### src/rtl/tdm_pkg.sv
// Shared types and sizing helpers for the TDM demultiplexer slice.
// TDM_DEMUX8_PARITY_EN adds the PAR state to the state enum.
package tdm_pkg;

    localparam int unsigned NSLOT_DEF = 8;

`ifdef TDM_DEMUX8_PARITY_EN
    typedef enum logic [1:0] {IDLE, RECV, PAR} tdm_state_e;
`else
    typedef enum logic [1:0] {IDLE, RECV} tdm_state_e;
`endif

    // Slot index width; never narrower than one bit.
    function automatic int unsigned sel_w(input int unsigned n);
        return (n > 2) ? $clog2(n) : 1;
    endfunction

endpackage

### src/rtl/tdm_slot_ctr.sv
// Slot counter: loads 1 on frame start, advances per data beat, wraps to 0 after NSLOT-1.
module tdm_slot_ctr
    import tdm_pkg::*;
#(
    parameter int unsigned NSLOT = NSLOT_DEF,
    localparam int unsigned SW = sel_w(NSLOT)
) (
    input  logic          clk,
    input  logic          rst,
    input  logic          ld1,
    input  logic          inc,
    output logic [SW-1:0] cnt,
    output logic          last
);

    assign last = (cnt == SW'(NSLOT - 1));

    always_ff @(posedge clk) begin
        if (rst) begin
            cnt <= '0;
        end else if (ld1) begin
            cnt <= SW'(1);
        end else if (inc) begin
            cnt <= last ? '0 : cnt + SW'(1);
        end
    end

endmodule

### src/rtl/tdm_demux8.sv
// Serial TDM to parallel demultiplexer: slot k of each frame lands on q[k].
// Defining TDM_DEMUX8_PARITY_EN appends an even-parity beat checked on perr.
module tdm_demux8
    import tdm_pkg::*;
#(
    parameter int unsigned NSLOT = NSLOT_DEF,
    localparam int unsigned SW = sel_w(NSLOT)
) (
    input  logic             clk,
    input  logic             rst,
    input  logic             din,
    input  logic             vld,
    input  logic             fs,
    output logic [NSLOT-1:0] q,
    output logic             q_vld,
    output logic [SW-1:0]    sel,
    output logic             busy,
    output logic             err,
    output logic             perr
);

    tdm_state_e       state, state_d;
    logic [NSLOT-1:0] hold, hold_d;
    logic             ctr_ld1, ctr_inc, last;
    logic             q_ld, err_d;

    tdm_slot_ctr #(.NSLOT(NSLOT)) u_ctr (
        .clk (clk),
        .rst (rst),
        .ld1 (ctr_ld1),
        .inc (ctr_inc),
        .cnt (sel),
        .last(last)
    );

    assign busy = (state != IDLE);

`ifdef TDM_DEMUX8_PARITY_EN
    logic perr_d;
`endif

    always_ff @(posedge clk) begin
        if (rst) state <= IDLE;
        else     state <= state_d;
    end

    always_comb begin
        state_d = state;
        hold_d  = hold;
        ctr_ld1 = 1'b0;
        ctr_inc = 1'b0;
        q_ld    = 1'b0;
        err_d   = 1'b0;
`ifdef TDM_DEMUX8_PARITY_EN
        perr_d  = 1'b0;
`endif
        if (vld) begin
            case (state)
                IDLE: begin
                    if (fs) begin
                        hold_d    = '0;
                        hold_d[0] = din;
                        ctr_ld1   = 1'b1;
                        state_d   = RECV;
                    end
                end
                RECV: begin
                    if (fs) begin
                        hold_d    = '0;
                        hold_d[0] = din;
                        ctr_ld1   = 1'b1;
                        err_d     = 1'b1;
                    end else begin
                        hold_d[sel] = din;
                        ctr_inc     = 1'b1;
                        if (last) begin
`ifdef TDM_DEMUX8_PARITY_EN
                            state_d = PAR;
`else
                            state_d = IDLE;
                            q_ld    = 1'b1;
`endif
                        end
                    end
                end
`ifdef TDM_DEMUX8_PARITY_EN
                PAR: begin
                    if (fs) begin
                        hold_d    = '0;
                        hold_d[0] = din;
                        ctr_ld1   = 1'b1;
                        err_d     = 1'b1;
                        state_d   = RECV;
                    end else begin
                        // Frame plus parity bit must have an even number of ones.
                        q_ld    = 1'b1;
                        perr_d  = (^hold) ^ din;
                        state_d = IDLE;
                    end
                end
`endif
                default: state_d = IDLE;
            endcase
        end
    end

    always_ff @(posedge clk) begin
        if (rst) begin
            hold  <= '0;
            q     <= '0;
            q_vld <= 1'b0;
            err   <= 1'b0;
        end else begin
            hold  <= hold_d;
            q_vld <= q_ld;
            err   <= err_d;
            if (q_ld) q <= hold_d;
        end
    end

`ifdef TDM_DEMUX8_PARITY_EN
    always_ff @(posedge clk) begin
        if (rst) perr <= 1'b0;
        else     perr <= perr_d;
    end
`else
    assign perr = 1'b0;
`endif

endmodule

### config.mk
export PLATFORM = sky130hd
export DESIGN_NAME = tdm_demux8
export DESIGN_NICKNAME = d
export VERILOG_FILES = /design/src/rtl/tdm_pkg.sv /design/src/rtl/tdm_slot_ctr.sv /design/src/rtl/tdm_demux8.sv
export SDC_FILE = /design/constraint.sdc
export NUM_CORES = 1
export LEC_CHECK = 0
export ABC_AREA = 1
export BUFFER_PORTS_ARGS = -buffer_cell sky130_fd_sc_hd__buf_2
export CAP_MARGIN = 10
export CELL_PAD_IN_SITES_DETAIL_PLACEMENT = 0
export CELL_PAD_IN_SITES_GLOBAL_PLACEMENT = 2
export CORE_MARGIN = 2
export CORE_UTILIZATION = 29
export DETAILED_ROUTE_END_ITERATION = 8
export GPL_TIMING_DRIVEN = 0
export PLACE_DENSITY_LB_ADDON = 0.25
export SLEW_MARGIN = 20
export SYNTH_ARGS = -nofsm -noshare
export SYNTH_HDL_FRONTEND = slang
export SYNTH_SLANG_ARGS = --single-unit
### constraint.sdc
create_clock -name clk -period 1.6 [get_ports clk]
set_input_delay 0.32 -clock clk [delete_from_list [all_inputs] [get_ports clk]]
set_output_delay 0.32 -clock clk [all_outputs]
set_load 0.02 [all_outputs]
==> summary.md <==
| Metric | Value |
|---|---|
| Die Y | `63.9 um` |
| NumNets Final | `174` |
| GR Util met3 | `2.29%` |
| Outcome | `completed` |
| Main combinational cell family by area after synthesis | `simple AND/OR/NAND/NOR gates` |
| Clock Latency Late Sink | `0.30 ns` |
| Clock Path Buffers | `2` |
| Clock Sink Count | `22` |
| Grt met1 use | `16.3%` |
| Cell area after synthesis | `1040 sq um` |
| GR Overflow Total | `0` |
| Ranking of synthesized cells by area | `dfxtp_1 (42%), nand2_1 (9.7%), nand3_1 (9.1%)` |
| Type of the worst min-delay path | `in2reg` |
| Chip Width | `63.9 um` |
| Yosys warns | `0` |
| Crit Path Class | `reg2reg` |
| Initial Utilization | `30.7%` |
| Most frequent cell after synthesis | `nand2_1` |
| GR Util met2 | `22.7%` |
| DRC | `0` |
| Post-synthesis sequential area ratio | `42.3%` |
| Post-DP HPWL | `1740 um` |
| Yosys top cell area share | `42.3%` |
| N_diodes | `0` |
| GRT busiest layer | `met2` |
| Worst R2R Setup Slack | `0.13 ns` |
| Max-Cap Viols | `0` |
| Pin count of the biggest net entering global routing | `12` |
| Startpoint Class | `flop` |
| WP data required | `1.82 ns` |
| Tmin final | `1.47 ns` |
| Multi-input logic area | `483 sq um` |
| Initial DRC count | `33` |
| End of the critical path | `q[7]` |
| RR Endpoint | `q[7]` |
| Total chip power | `0.898 mW` |
| Layout cells sized above 1 | `23.0%` |
| Crit path max fanout | `10` |
| CTS tree | `done` |
| P per Cell Area | `740 nW/um^2` |
| Post-synthesis xor/xnor area fraction | `0%` |
| Vias post-DR | `929` |
| FF+latch count, synth | `22` |
| Worst Setup SP | `u_ctr.cnt[1]` |
| Die area | `4090 sq um` |
| Worst Skew | `0.00336 ns` |
| Vias in the first global route | `921` |
| Synth Area in Adders | `2.40%` |
| Num rows | `21` |
| Final Max Tran Viols | `0` |
| Synthesized instance count | `144` |
| Static leakage | `0.581 nW` |
| Final wirelength | `2330 um` |
| CTS root buf | `clkbuf_4` |
| Tcrit/Tclk final | `91.6%` |
| Critical Path Sink Type | `flop` |
| TNS Setup | `0 ns` |
| CTS Hold Buffers Added | `0` |
| Post-DRT Antenna Nets | `0` |
| Initial antenna violation count | `0` |
| Routed vias/inst | `4.40` |
| Simple-Gate Fraction of Synth Area | `35.0%` |
| RSZ-0062 raised after global routing | `false` |
| Max Freq | `682 MHz` |
| Cell accounting for the most synthesized area | `dfxtp_1` |
| Filler cell count | `373` |
| Gp weighted congestion | `0.783` |
| Arr. time, crit path | `1.68 ns` |
| Most frequent cells after synthesis | `nand2_1 (27), dfxtp_1 (22), nand3_1 (19)` |
| Yosys cell types | `25` |
| Slew HR | `59.2%` |
| Peak VDD IR | `0.000310 V` |
| EDFF count, synth | `0` |
| Mux contribution to synthesized area | `0%` |
| Syn Area/Cell | `7.23 sq um` |
| First-pass GRT wire length | `4220 um` |
| GRT Overall Usage | `13.3%` |
| Num CTS Buffers | `3` |
| # H-tree levels | `1` |
| Core ar. | `3390 sq um` |
| Synthesis-to-layout area growth | `16.5%` |
| FF-to-FF path depth | `9` |
| I/O pin total | `20` |
| Port Buf Inserts | `18` |
| Worst Max-Slew Pin Slew | `0.613 ns` |
| Drt pass-1 iters | `3` |
| Ys flop type | `dfxtp_1` |
| R2r startpoint | `u_ctr.cnt[1]` |
| WL per Instance | `11.0 um` |
| Final setup fails | `0` |
| Post-synthesis compound-gate area fraction | `8.65%` |
| Post-synth ARST share | `0%` |
| Register area | `442 sq um` |
| Worst-path clk slew | `0.12 ns` |
| Final hold vios | `0` |
| Synth Net Count | `151` |
## worst max-delay path, stage by stage (launching register included)
cell and delay (ns):
dfxtp_2 0.37, ha_1 0.19, ha_1 0.22, nand2_2 0.11, clkinv_4 0.09, buf_8 0.15, nor2_2 0.09, nor2_2 0.03
nand2_1 0.08, inv_1 0.03
## state kept, by name (all words and copies together), names as in the netlist
| signal | flops |
|---|---|
| err | 1 |
| hold | 8 |
| q | 8 |
| q_vld | 1 |
| state | 1 |
| u_ctr.cnt | 3 |
## worst min path at each step
stage / from / endpoint / slack [ns] / cells past startpoint
after global routing: vld / state[0] / 0.29 / 4
after detailed placement: state[0] / state[0] / 0.48 / 2
after floorplan: hold[6] / hold[6] / 0.47 / 2
after CTS: vld / state[0] / 0.29 / 4
after global placement: state[0] / state[0] / 0.47 / 2
final: vld / state[0] / 0.30 / 4
## timing repair
item                                    CTS  global route
setup buffers                             0             0
endpoints found under the setup margin    0             2
resized for setup                         0             1
## cell type report
| class | count | area share, % |
|---|---|---|
| clock buffer | 3 | 1.86 |
| timing repair buffer | 18 | 7.43 |
| buffer | 6 | 3.30 |
| sequential | 22 | 36.4 |
| tap | 46 | 4.75 |
| multi-input combinational | 97 | 39.8 |
| inverter | 19 | 6.40 |
## kinds of logic (layout without fill, tap and decap cells)
kind of cell | count (synthesis) | count (layout)
AOI/OAI and AO/OA | 16 | 16
other | 1 | 1
DFF | 22 | 22
and+or+nand+nor | 78 | 78
buffers and inverters | 25 | 46
adders and majority gates | 2 | 2
## per-layer routing
metal  routed length (um)  vias up
met2                 1120        9
met3                   63        2
met1                 1120      420
li1                     -      498
met4                   23        0
met5                    0        -
## where the power goes
part / switching [mW] / total [mW] / internal, mW
registers: 0.00577 / 0.561 / 0.555
logic: 0.0601 / 0.0836 / 0.0235
clock network: 0.166 / 0.254 / 0.0878
## per-stage QoR
step / setup WS [ns] / utilization, % / instance area, sq um / instances / hold WS, ns
6_report: 0.134 / 35.8 / 1210 / 211 / 0.303
4_1_cts: 0.0919 / 35.7 / 1210 / 211 / 0.292
3_5_place_dp: 0.107 / 35.1 / 1190 / 208 / 0.479
2_1_floorplan: 0.173 / - / 1040 / 144 / 0.466
5_1_grt: 0.00186 / 35.8 / 1210 / 211 / 0.295
3_3_place_gp: 0.140 / 35.1 / 1190 / 208 / 0.471
## placed cells by master (no fill, tap or decap), types with 2 or more instances in the layout
| cell type | count |
|---|---|
| clkbuf_4 | 3 |
| nand3_1 | 19 |
| o21bai_1 | 2 |
| nand4_1 | 2 |
| clkbuf_1 | 2 |
| nor2_2 | 4 |
| nand2_1 | 27 |
| dfxtp_1 | 21 |
| a211oi_1 | 2 |
| nor3_1 | 2 |
| a21oi_1 | 10 |
| buf_2 | 20 |
| ha_1 | 2 |
| nor2_1 | 18 |
| nor2_4 | 2 |
| o21ai_0 | 2 |
| inv_1 | 16 |
| nand2_2 | 2 |
No activity file was read; power rests on OpenSTA's default activity.
